$ cat src/rtl/seq_pkg.sv
// Shared encodings for the PC call sequencer: decoded ops, FSM states and error codes.
package seq_pkg;

    typedef enum logic [2:0] {
        OP_SEQ  = 3'd0,
        OP_JMP  = 3'd1,
        OP_BR   = 3'd2,
        OP_CALL = 3'd3,
        OP_RET  = 3'd4,
        OP_HALT = 3'd5
    } op_e;

    typedef enum logic [1:0] {
        S_RUN      = 2'd0,
        S_RET_WAIT = 2'd1,
        S_HALT     = 2'd2,
        S_ERROR    = 2'd3
    } state_e;

    localparam logic [1:0] ERR_NONE = 2'b00;
    localparam logic [1:0] ERR_OVF  = 2'b01;
    localparam logic [1:0] ERR_UNF  = 2'b10;
    localparam logic [1:0] ERR_ILL  = 2'b11;

endpackage

$ cat src/rtl/pc_call_sequencer.sv
// Next-PC generator and control FSM for instruction fetch; drives the return-address stack
// and tracks call depth locally so stack overflow/underflow never reach the stack itself.
module pc_call_sequencer
    import seq_pkg::*;
#(
    parameter int unsigned         ADDR_W        = 16,
    parameter int unsigned         STACK_ENTRIES = 4,
    parameter logic [ADDR_W-1:0]   RESET_PC      = '0,
    localparam int unsigned        DEPTH_W       = $clog2(STACK_ENTRIES + 1)
) (
    input  logic                clk,
    input  logic                reset,
    input  logic                en,
    input  logic [2:0]          op,
    input  logic [ADDR_W-1:0]   target,
    input  logic                cond,
    input  logic                restart,
    input  logic [ADDR_W-1:0]   stk_q,
    output logic [ADDR_W-1:0]   pc,
    output logic                pc_valid,
    output logic                stk_push,
    output logic                stk_pop,
    output logic [ADDR_W-1:0]   stk_d,
    output logic                stk_clr,
    output logic [DEPTH_W-1:0]  depth,
    output logic                halted,
    output logic                err,
    output logic [1:0]          err_code
);

    state_e               state_q;
    logic [ADDR_W-1:0]    pc_q;
    logic [DEPTH_W-1:0]   depth_q;
    logic [1:0]           err_code_q;

    logic [ADDR_W-1:0]    pc_inc;
    logic                 run_acc;
    logic                 call_ok;
    logic                 ret_ok;
    logic                 stopped;

    assign pc_inc  = pc_q + ADDR_W'(1);
    assign run_acc = (state_q == S_RUN) && en;
    assign call_ok = (depth_q < DEPTH_W'(STACK_ENTRIES));
    assign ret_ok  = (depth_q != '0);
    assign stopped = (state_q == S_HALT) || (state_q == S_ERROR);

    // Stack handshake is combinational so the push/pop lands on the same edge as the PC update.
    assign stk_push = run_acc && (op == OP_CALL) && call_ok;
    assign stk_pop  = run_acc && (op == OP_RET) && ret_ok;
    assign stk_d    = pc_inc;
    assign stk_clr  = stopped && restart;

    assign pc       = pc_q;
    assign pc_valid = (state_q == S_RUN);
    assign halted   = (state_q == S_HALT);
    assign err      = (state_q == S_ERROR);
    assign depth    = depth_q;
    assign err_code = err_code_q;

    always_ff @(posedge clk or posedge reset) begin
        if (reset) begin
            state_q    <= S_RUN;
            pc_q       <= RESET_PC;
            depth_q    <= '0;
            err_code_q <= ERR_NONE;
        end else begin
            case (state_q)
                S_RUN: begin
                    if (en) begin
                        case (op_e'(op))
                            OP_SEQ:  pc_q <= pc_inc;
                            OP_JMP:  pc_q <= target;
                            OP_BR:   pc_q <= cond ? target : pc_inc;
                            OP_CALL: begin
                                if (call_ok) begin
                                    pc_q    <= target;
                                    depth_q <= depth_q + DEPTH_W'(1);
                                end else begin
                                    state_q    <= S_ERROR;
                                    err_code_q <= ERR_OVF;
                                end
                            end
                            OP_RET: begin
                                if (ret_ok) begin
                                    depth_q <= depth_q - DEPTH_W'(1);
                                    state_q <= S_RET_WAIT;
                                end else begin
                                    state_q    <= S_ERROR;
                                    err_code_q <= ERR_UNF;
                                end
                            end
                            OP_HALT: state_q <= S_HALT;
                            default: begin
                                state_q    <= S_ERROR;
                                err_code_q <= ERR_ILL;
                            end
                        endcase
                    end
                end
                // Stack read data is registered, so the return address only arrives here.
                S_RET_WAIT: begin
                    pc_q    <= stk_q;
                    state_q <= S_RUN;
                end
                S_HALT, S_ERROR: begin
                    if (restart) begin
                        pc_q       <= RESET_PC;
                        depth_q    <= '0;
                        err_code_q <= ERR_NONE;
                        state_q    <= S_RUN;
                    end
                end
                default: state_q <= S_RUN;
            endcase
        end
    end

endmodule

$ cat config.mk
export PLATFORM = sky130hd
export DESIGN_NAME = pc_call_sequencer
export DESIGN_NICKNAME = d
export VERILOG_FILES = /design/src/rtl/seq_pkg.sv /design/src/rtl/pc_call_sequencer.sv
export SDC_FILE = /design/constraint.sdc
export NUM_CORES = 1
export LEC_CHECK = 0
export BUFFER_PORTS_ARGS = -buffer_cell sky130_fd_sc_hd__buf_2
export CELL_PAD_IN_SITES_DETAIL_PLACEMENT = 0
export CELL_PAD_IN_SITES_GLOBAL_PLACEMENT = 1
export CORE_MARGIN = 3
export CORE_UTILIZATION = 30
export DETAILED_ROUTE_END_ITERATION = 8
export HOLD_SLACK_MARGIN = 0.1
export PLACE_DENSITY = 0.69
export REMOVE_ABC_BUFFERS = 1
export SLEW_MARGIN = 30
export SYNTH_ARGS = -nofsm -noshare
export SYNTH_HDL_FRONTEND = slang
export SYNTH_SLANG_ARGS = --single-unit
export TNS_END_PERCENT = 5
$ cat constraint.sdc
create_clock -name clk -period 2.5 [get_ports clk]
set_input_delay 0.125 -clock clk [delete_from_list [all_inputs] [get_ports clk]]
set_output_delay 0.125 -clock clk [all_outputs]
set_load 0.02 [all_outputs]
======== Word-level counts from Yosys, hierarchy flattened ========
Index checks and enable logic that the tools add are counted.
operators by class
  $lt $le $gt $ge ......................... 1
  eq/ne operators ......................... 18
  multiplexer cells ....................... 23
  reductions and logical operators ........ 18
  add/subtract/negate cells ............... 3
operators with widths
  kind                                                                     number
  16-bit two-way mux                                                       4
  16-bit case mux with 4 select lines                                      1
  16-bit case mux with 3 select lines                                      1
  16-bit by 1-bit adder with 16-bit output, second input constant          1
  2-bit two-way mux                                                        7
  3-bit two-way mux                                                        4
  3-bit inequality test, second input constant                             4
  2-bit case mux with 3 select lines                                       2
  3-bit case mux with 2 select lines                                       2
  6-bit AND reduction                                                      2
  2-bit inequality test, second input constant                             4
  2-bit case mux with 4 select lines                                       1
  4-bit AND reduction                                                      2
  3-bit by 2-bit equality test with 1-bit output, second input constant    2
  3-bit equality test, second input constant                               2
  1-bit logical AND                                                        6
  5-bit by 1-bit inequality test with 1-bit output, second input constant  1
  2-bit equality test, second input constant                               2
  2-bit case mux with 2 select lines                                       1
  4-bit OR reduction                                                       1
  3-bit by 1-bit adder with 3-bit output, second input constant            1
  3-bit by 1-bit equality test with 1-bit output, second input constant    1
  3-bit logical NOT                                                        1
  3-bit less-than comparator, second input constant                        1
  9 further kinds                                                          9
storage, ports and cells
  logic and storage cells ................. 67
  register bits ........................... 23
  bits of input ports ..................... 40
  output and inout port bits .............. 43

======== Depth between registers and ports, before layout ========
Gate-level depths: netlist of run 1.
  word-level depth ........................ 5
  gate-level depth with buffers ........... 6

======== Worst setup path after synthesis of run 1 ========
No wires, ideal clock.
  path type ............................... reg-to-reg
  from .................................... register pc_q[0] (netlist: pc[0])
  to ...................................... register pc_q[10] (netlist: pc[10])
  period minus slack after synthesis ...... 2001 ps
  path buffers ............................ 0
  cell stages (with the launch flop) ...... 6
  library setup time ...................... 121 ps
  slack ................................... 499 ps
  arrival ................................. 1879 ps
  cells stage by stage .................... dfrtp_1 -> ha_1 -> nand3_1 -> or3_1 -> o311a_1 -> o22a_1
on the way
  longest elaborated chain between the ends .. 5
ends and longest elaborated chain
  what                                        RTL line                 text
  from (decl)                                 pc_call_sequencer.sv:32  logic [ADDR_W-1:0] pc_q;
  from (signal assigned)                      pc_call_sequencer.sv:72  OP_SEQ: pc_q <= pc_inc;
  from (signal assigned)                      pc_call_sequencer.sv:73  OP_JMP: pc_q <= target;
  from (signal assigned)                      pc_call_sequencer.sv:74  OP_BR: pc_q <= cond ? target : pc_inc;
  16-bit by 1-bit adder with 16-bit output *  pc_call_sequencer.sv:42  assign pc_inc = pc_q + ADDR_W'(1);
  16-bit two-way mux                          pc_call_sequencer.sv:74
  16-bit case mux with 4 select lines *       pc_call_sequencer.sv:71  case (op_e'(op))
  16-bit two-way mux *                        pc_call_sequencer.sv:70  if (en) begin
  16-bit case mux with 3 select lines *       pc_call_sequencer.sv:68  case (state_q)
Mark *: on every way between the ends. The rest lies on a longest branch, timed or not. The select of a mux whose other input is x is not followed.
A chain may end at the register's enable or synchronous reset.

======== Worst setup path after layout of run 1 ========
  from .................................... register pc_q[0] (netlist: pc[0])
  to ...................................... output stk_d[12]
on the way
  longest elaborated chain between the ends .. 1
ends and longest elaborated chain
  what                                      RTL line                 text
  16-bit by 1-bit adder with 16-bit output  pc_call_sequencer.sv:42
  to (decl)                                 pc_call_sequencer.sv:23  output logic [ADDR_W-1:0] stk_d,
Every way passes these cells.

==> flow_metrics.tcl, run 1 <==
set metrics [dict create \
    outcome "completed" \
    layout.nets 367 \
    clock_path_buffers 2 \
    grt_util_all_layers 0.184 \
    syn_area_per_cell_um2 8.19 \
    vdd_drop_max_uv 441 \
    cts_made_buffers 3 \
    final_util 0.414 \
    dr.first_iter.drc_count 119 \
    setup_viol 0 \
    min_period_ns 2.26 \
    hold_class "in2reg" \
    path_clk_slew_ns 0.09 \
    diodes 0 \
    start_util 0.322 \
    worstPathMaxFanout 6 \
    finalSetupTns_ns 0 \
    n_fill_cell 654 \
    finClkSkew_ns 0.00415 \
    synth_top_area_frac 0.290 \
    async_reset_ff_frac 1.00 \
    ios 83 \
    fin_ws_ns 0.240 \
    end_kind "output pin" \
    p_per_area_nw_per_um2 1080 \
    synth_edf_count 0 \
    synthFlopType "dfrtp_1" \
    antenna_found_initial 0 \
    syn-cell-area_um2 1980 \
    synth.most_common_cell "dfrtp_1" \
    ys_top_cells_by_area "dfrtp_1 (29%), xnor2_1 (4.0%), nand2_1 (3.8%)" \
    core_um2 6170 \
    viasPerCell 5.47 \
    r2r_start "pc[0]$_DFFE_PP0P_" \
    drive_gt1_frac 0.349 \
    synth.top_cells.by_count "dfrtp_1 (23), nand2_1 (20), inv_1 (12)" \
    crit_type "reg2out" \
    place.gp.congestion 0.809 \
    slew_viol_final 0 \
    synth_warnings 0 \
    hold_path_startpoint "target[15]" \
    worstPathArrival_ns 2.14 \
    grt_pass1_vias 2035 \
    yosys.area.top_type "dfrtp_1" \
    syn_inst 242 \
    holdWs_ns 0.136 \
    wl_mm 6.99 \
    timing.slew.headroom 0.493 \
    die_area_um2 7620 \
    rsz0062_at_grt "false" \
    fmax_mhz 442 \
    p_leak_nw 1.14 \
    cp_data_required_time_ns 2.38 \
    post_cts.repair.setup_buffers 0 \
    die_x_um 87.3 \
    gr-total-overflow 0 \
    io_buffers 82 \
    drtPass1Iterations 4 \
    clock_sinks 23 \
    worstSkewPairLatency_ns 0.27 \
    chipHeight_um 87.3 \
    htree_levels 1 \
    finalCritPeriodShare 0.904 \
    grt_max_degree 26 \
    routedWlPerCell_um 17.5 \
    startpoint_type "register" \
    drc_errors 0 \
    dp_hpwl_mm 5.19 \
    grt_pass1_wl_mm 10.9 \
    tightest_slew_ns 0.758 \
    totalPowerFinal_mw 2.77 \
    cts_tree "done" \
    ys_ff_latch 23 \
    vias 2183 \
    synth_cell_type_count 56 \
    drv_cap 0 \
    clockRootBuffer "clkbuf_8" \
    area_growth_pct 28.6 \
    pre_cts_slack_ns 0.420 \
    crit_start "pc[0]$_DFFE_PP0P_" \
    rows 28 \
    ys_seq_area_frac 0.290 \
    hold_viol 0 \
    ant_nets 0 \
]
layout by cell type, fill, tap and decap left out, types with 4 or more instances in the layout:
cell      count
a21oi_1      11
a31oi_1       5
buf_2        82
buf_4         9
dfrtp_1      23
inv_1        11
mux2_2        5
nand2_1      20
nand2b_1      6
nand3_1      10
nand4_1       4
nor2_1       11
nor2b_1       8
nor3_1       11
nor4_1        4
o21a_1        4
o21ai_0      11
or2_2         6
or3_1         7
xnor2_1       9
xor2_1        4
kinds of logic (layout without fill, tap and decap cells):
family                     count (synthesis)  after routing  synth area share
DFF                                       23             23             0.290
buffers and inverters                     28            110            0.0656
adders and majority gates                  2              2            0.0164
muxes                                      5              5            0.0284
and+or+nand+nor                          101            101             0.283
AOI/OAI and AO/OA                         70             70             0.259
xor gates and xnor gates                  13             13            0.0574
where the power goes:
part	internal, mW	total (mW)	switching, mW	leakage, nW
logic	0.667	1.71	1.05	0.839
registers	0.541	0.806	0.265	0.278
clock network	0.114	0.247	0.133	0.0228
path summary, 6_finish.rpt:
kind,to,slack (ns),cells past startpoint
max,stk_d[12],0.24,5
min,pc[15]$_DFFE_PP0P_,0.14,3
max reg2reg,pc[10]$_DFFE_PP0P_,0.42,5
min reg2reg,err_code[0]$_DFFE_PP0P_,0.51,1
max in group asynchronous,pc[14]$_DFFE_PP0P_,1.69,3
min in group asynchronous,depth[0]$_DFFE_PP0P_,0.44,3
area by class of cell:
class	instances	area, µm²	share of cell area
Multi-Input combinational cell	191	1280	0.503
Timing Repair Buffer	94	508	0.199
Clock buffer	4	45.0	0.0177
Tap cell	75	93.8	0.0368
Inverter	12	45.0	0.0177
Sequential cell	23	576	0.226
critical path, cell delays in order (launching register included):
cell and delay, ns:
dfrtp_1 0.48, ha_1 0.25, nand3_1 0.25, nor4_2 0.51, xor2_1 0.18, buf_2 0.18
per-layer routing:
layer	part of all wire	global-route usage
met3	0.057	0.0189
met1	0.47	0.272
met5	0	0
met4	0.0086	0.0474
met2	0.46	0.284
state kept, by name, indices dropped and copies added, names as in the netlist:
signal    cells
state_q       2
depth         3
pc           16
err_code      2
through the flow:
step	instances	instance area [µm²]
floorplan	226	1900
global placement	392	2470
finish	399	2550
detailed placement	392	2470
global route	399	2550
CTS	399	2540
repair_timing:
item,in CTS,in global routing
endpoints found under the setup margin,0,1
hold buffers,3,0
hold endpoints to repair,25,0
resized for setup,0,1
(Power assumes the default switching activity.)
==> run 2: changes to the inputs <==
CAP_MARGIN = 20   (was default)
GPL_TIMING_DRIVEN = 0   (was default)
==> run 2 against run 1 <==
  * Critical path depth unchanged
  * Utilization is 0.43 points lower
  * Clock skew increased by 0.0029 ns
  * Worst setup slack worse by 0.046 ns
  * Highest routed layer unchanged
  * Register-to-register slack worse by 0.13 ns
  * Wire length decreased by 2.1%
  * Sequential cell count unchanged
  * Clock power about the same
  * Non-clock buffer count shrank 7
==> flow_metrics.tcl, run 2 (synthesized netlist as in run 1, its figures left out) <==
set metrics [dict create \
    outcome "completed" \
    p_per_area_nw_per_um2 1080 \
    p_leak_nw 1.10 \
    intPower_mw 1.30 \
    htree_levels 1 \
    core_um2 6170 \
    hold_viol 0 \
    finClkSkew_ns 0.00706 \
    largest_reg_flops 16 \
    final_common_cell "buf_2" \
    cts_tree "done" \
    startpoint_type "register" \
    drv_cap 0 \
    slew_viol_final 0 \
    final_cell_mix "buf_2 (82), dfrtp_1 (21), nand2_1 (20)" \
    totalPowerFinal_mw 2.74 \
    rows 28 \
    fin_ws_ns 0.194 \
    path_buf_inv 1 \
    grt_util_all_layers 0.180 \
    ant_nets 0 \
    antenna_found_initial 0 \
    drive_gt1_frac 0.353 \
    diodes 0 \
    hold_class "in2reg" \
    critPathTopFamily "simple AND/OR/NAND/NOR gates" \
    path_depth 5 \
    fmax_mhz 434 \
    grt_pass1_wl_mm 10.8 \
    swShare 0.525 \
    dr.first_iter.drc_count 111 \
    worstSkewPairLatency_ns 0.27 \
    start_util 0.322 \
    worstPathCellList "ha_1 > nand3_1 > nor4_2 > xor2_1 > buf_2" \
    vias 2138 \
    p_seq_frac 0.313 \
    p_sw_mw 1.44 \
    pre_cts_slack_ns -0.0653 \
    viasPerCell 5.45 \
    layout.nets 360 \
    tightest_slew_ns 0.825 \
    clockRootBuffer "clkbuf_8" \
    chipHeight_um 87.3 \
    place.gp.congestion 0.773 \
    gr-total-overflow 0 \
    finalSetupTns_ns 0 \
    wl_mm 6.84 \
    die_area_um2 7620 \
    grt_max_degree 27 \
    clock_path_buffers 2 \
    clkPwrFrac 0.090 \
    cp_data_required_time_ns 2.38 \
    path_clk_slew_ns 0.09 \
    vdd_drop_max_uv 487 \
    crit_slowest_cell "nor4_2" \
    timing.slew.headroom 0.448 \
    dp_hpwl_mm 5.02 \
    whs_path_depth 3 \
    ff2ff_path_depth 5 \
    post_cts.repair.setup_buffers 0 \
    worstPathMaxFanout 6 \
    drc_errors 0 \
    clock_sinks 23 \
    combPwrFrac 0.597 \
    end_kind "output pin" \
    cts_made_buffers 3 \
    ios 83 \
    finalCritPeriodShare 0.922 \
    grt_pass1_vias 2040 \
    min_period_ns 2.31 \
    rsz0062_at_grt "false" \
    holdWs_ns 0.133 \
    area_growth_pct 27.3 \
    slowest_delay_ns 0.52 \
    die_x_um 87.3 \
    routedWlPerCell_um 17.5 \
    worstPathArrival_ns 2.18 \
    io_buffers 82 \
    drtPass1Iterations 4 \
    setup_viol 0 \
    crit_type "reg2out" \
]
run 2: cell count changes in the layout (fill, tap and decap cells not counted), moves of 2 or more:
cell	previous run	this run
buf_4	9	0
buf_6	0	2
dfrtp_1	23	21
dfrtp_2	0	2
run 2: final timing paths:
kind,start,to,slack (ns)
max reg2reg,state_q[0]$_DFFE_PP0P_,depth[0]$_DFFE_PP0P_,0.29
max in group asynchronous,reset,state_q[0]$_DFFE_PP0P_,1.65
min reg2reg,err_code[0]$_DFFE_PP0P_,err_code[0]$_DFFE_PP0P_,0.51
max,pc[0]$_DFFE_PP0P_,stk_d[12],0.19
min,target[15],pc[15]$_DFFE_PP0P_,0.13
min in group asynchronous,reset,pc[1]$_DFFE_PP0P_,0.45
run 2: per-stage QoR:
stage | utilization | area, µm² | std cells
global route | 0.409 | 2520 | 392
finish | 0.409 | 2520 | 392
global placement | 0.390 | 2400 | 383
CTS | 0.408 | 2520 | 392
detailed placement | 0.395 | 2440 | 385
floorplan | - | 1900 | 226
run 2: power groups by stage:
| stage | Clock (mW) | Combinational (mW) | Sequential (mW) |
|---|---|---|---|
| after floorplan | 0 | 0.910 | 0.984 |
| after global placement | 0 | 1.61 | 0.857 |
| after detailed placement | 0 | 1.64 | 0.860 |
| after CTS | 0.253 | 1.65 | 0.853 |
| after global routing | 0.267 | 1.78 | 0.904 |
| final | 0.247 | 1.63 | 0.857 |
run 2: final cells by class:
class                           instances  area [µm²]
Clock buffer                            4        45.0
Fill cell                             677        3640
Inverter                               12        48.8
Multi-Input combinational cell        191        1300
Sequential cell                        23         578
Tap cell                               75        93.8
Timing Repair Buffer                   87         463
run 2: worst reg2reg max path, cell delays in order, from the launching register on:
cell        delay [ns]
dfrtp_2           0.59
or2_2             0.42
clkinvlp_4        0.27
a21oi_1           0.18
a21oi_1           0.26
mux2_2            0.38
run 2: routing by layer:
layer | global-route usage | wire [µm]
met2 | 0.288 | 3200
met3 | 0.0227 | 331
met5 | 0 | 0
met4 | 0.0335 | 40
met1 | 0.259 | 3270
run 2: repair_timing:
| item | CTS | global route |
|---|---|---|
| gates resized for setup | 1 | 3 |
| hold buffers | 3 | 0 |
| endpoints found under the hold margin | 25 | 0 |
| setup endpoints to repair | 4 | 5 |
==> run 3: changes to the inputs <==
ABC_AREA = 1   (was default)
PLACE_DENSITY = 0.74   (was 0.69)
==> run 3 against run 2 <==
  * Count of clock-buffer cells in the layout fell by 1
  * Hold slack improved by 0.019 ns
  * Global-route usage decreased by 1.6 points
  * Fmax grew 6.7%
  * Sequential cell count did not move
  * Clock power increased by 2%
  * Non-clock buffer count shrank 1
  * Wire length shrank 13%
  * First-iteration DRC count is 29% lower
  * Cell area decreased by 2.9%
  * Critical path type is now reg2reg
  * Highest routed layer is now met3
==> flow_metrics.tcl, run 3 <==
set metrics [dict create \
    outcome "completed" \
    syn-cell-area_um2 1910 \
    fmax_mhz 463 \
    setup_viol 0 \
    synthFlopType "dfrtp_1" \
    hold_viol 0 \
    rsz0062_at_grt "false" \
    p_sw_mw 1.92 \
    fin_ws_ns 0.340 \
    startpoint_type "register" \
    critPathTopFamily "simple AND/OR/NAND/NOR gates" \
    grt_max_degree 30 \
    dp_hpwl_mm 4.42 \
    worstPathArrival_ns 2.33 \
    clock_path_buffers 2 \
    layout.nets 433 \
    vias 2125 \
    tightest_slew_ns 0.590 \
    drv_cap 0 \
    holdWs_ns 0.152 \
    grt_pass1_wl_mm 9.81 \
    cts_made_buffers 3 \
    worstPathMaxFanout 21 \
    cpMostUsedCell "inv_2" \
    p_per_area_nw_per_um2 1360 \
    worstSkewPairLatency_ns 0.27 \
    synth_edf_count 0 \
    die_area_um2 7350 \
    cts_tree "done" \
    slew_viol_final 0 \
    fin_area_um2 2450 \
    path_clk_slew_ns 0.10 \
    totalPowerFinal_mw 3.33 \
    clockRootBuffer "clkbuf_8" \
    start_util 0.316 \
    chipHeight_um 85.7 \
    syn_area_per_cell_um2 6.17 \
    antenna_found_initial 0 \
    synth.top_cells.by_count "nand2_1 (70), nor2_1 (60), inv_1 (46)" \
    p_seq_frac 0.250 \
    ant_nets 0 \
    grt_pass1_vias 2096 \
    ys_seq_area_frac 0.302 \
    hold_class "in2reg" \
    synth_cell_type_count 33 \
    core_um2 6030 \
    p_leak_nw 1.40 \
    path_buf_inv 2 \
    rows 28 \
    io_buffers 82 \
    htree_levels 1 \
    synth_top_area_frac 0.302 \
    finClkSkew_ns 0.0126 \
    place_area_um2 2350 \
    die_x_um 85.7 \
    yosys.area.top_type "dfrtp_1" \
    swShare 0.574 \
    drc_errors 0 \
    combPwrFrac 0.675 \
    syn_inst 309 \
    end_kind "register" \
    ys_ff_latch 23 \
    async_reset_ff_frac 1.00 \
    place.gp.congestion 0.839 \
    final_cell_mix "buf_2 (82), nand2_1 (69), nor2_1 (60), inv_1 (45), o21ai_0 (24)" \
    wl_mm 5.97 \
    routedWlPerCell_um 12.8 \
    finalCritPeriodShare 0.864 \
    grt_util_all_layers 0.163 \
    dr.first_iter.drc_count 79 \
    cp_data_required_time_ns 2.67 \
    final_common_cell "buf_2" \
    ios 83 \
    synth.most_common_cell "nand2_1" \
    area_growth_pct 28.5 \
    ys_top_cells_by_area "dfrtp_1 (30%), nand2_1 (14%), nor2_1 (12%)" \
    crit_type "reg2reg" \
    drive_gt1_frac 0.269 \
    clkPwrFrac 0.075 \
    largest_reg_flops 16 \
    min_period_ns 2.16 \
    crit_slowest_cell "dfrtp_1" \
    viasPerCell 4.57 \
    timing.slew.headroom 0.606 \
    diodes 0 \
    gr-total-overflow 0 \
    synth_warnings 0 \
    n_fill_cell 679 \
    clock_sinks 23 \
    slowest_delay_ns 0.45 \
    vdd_drop_max_uv 570 \
    drtPass1Iterations 4 \
    worstPathCellList "inv_2 > nand2_2 > nand3_1 > o21ai_2 > nor2_4 > inv_2 > nor2_1 > a21oi_2" \
    pre_cts_slack_ns 0.150 \
    finalSetupTns_ns 0 \
    intPower_mw 1.42 \
]
[run 3: changes by cell type after synthesis, sizes merged, moves of 9 or more]
| cell | delta |
|---|---|
| nor2 | +54 |
| nand2 | +52 |
| inv | +38 |
| o21ai | +16 |
| nor3 | -10 |
| clkbuf | -9 |
| nand3 | +9 |
[run 3: layer usage]
layer  track usage  part of all wire  vias up
li1              -                 -     1130
met2         0.275              0.46       58
met4        0.0216                 0        0
met3        0.0336             0.065        0
met5             0                 0        -
met1         0.222              0.48      937
[run 3: repair_timing]
item | in CTS | in global routing
setup buffers | 0 | 0
setup endpoints to repair | 0 | 0
gates resized for setup | 0 | 0
hold buffers | 3 | 1
endpoints found under the hold margin | 3 | 23
[run 3: final timing paths]
| check | end | start | depth (start not counted) | slack [ns] |
|---|---|---|---|---|
| max | pc[7]$_DFFE_PP0P_ | state_q[1]$_DFFE_PP0P_ | 8 | 0.34 |
| min | pc[0]$_DFFE_PP0P_ | target[0] | 3 | 0.15 |
| max reg2reg | pc[7]$_DFFE_PP0P_ | state_q[1]$_DFFE_PP0P_ | 8 | 0.34 |
| min reg2reg | err_code[1]$_DFFE_PP0P_ | err_code[1]$_DFFE_PP0P_ | 2 | 0.50 |
| max in group asynchronous | state_q[1]$_DFFE_PP0P_ | reset | 3 | 1.71 |
| min in group asynchronous | err_code[0]$_DFFE_PP0P_ | reset | 3 | 0.43 |
[run 3: per-stage QoR]
step | instances | util
after floorplan | 300 | -
after global placement | 457 | 0.391
after detailed placement | 457 | 0.391
after CTS | 464 | 0.404
after global routing | 465 | 0.407
final | 465 | 0.407
[run 3: layout make-up]
| cell class | instances | area [µm²] | area share |
|---|---|---|---|
| inverters | 51 | 191 | 0.0781 |
| flip-flops and latches | 23 | 576 | 0.235 |
| well taps | 75 | 93.8 | 0.0383 |
| repair buffers | 86 | 450 | 0.184 |
| multi-input cells | 226 | 1090 | 0.445 |
| clock buffers | 3 | 41.3 | 0.0168 |
| clock inverters | 1 | 7.51 | 0.00306 |
[run 3: worst reg2reg max path: stages, from the launching register on]
cell and delay (ns):
dfrtp_1 0.45, inv_2 0.16, nand2_2 0.22, nand3_1 0.19, o21ai_2 0.09, nor2_4 0.44, inv_2 0.25, nor2_1 0.20
a21oi_2 0.07
[run 3: kinds of logic after synthesis]
group / after synthesis / synth area share
AO/OA/AOI/OAI: 52 / 0.154
buffers and inverters: 60 / 0.130
adder cells (fa/ha/maj): 2 / 0.0171
flip-flops: 23 / 0.302
AND/OR/NAND/NOR: 165 / 0.365
XOR/XNOR: 7 / 0.0322
[run 3: power by group through the flow]
stage	combinational, mW	clock (mW)	sequential, mW
2_1_floorplan	1.38	0	0.986
3_3_place_gp	2.24	0	0.832
3_5_place_dp	2.27	0	0.832
4_1_cts	2.27	0.258	0.829
5_1_grt	2.52	0.271	0.876
6_report	2.25	0.251	0.833
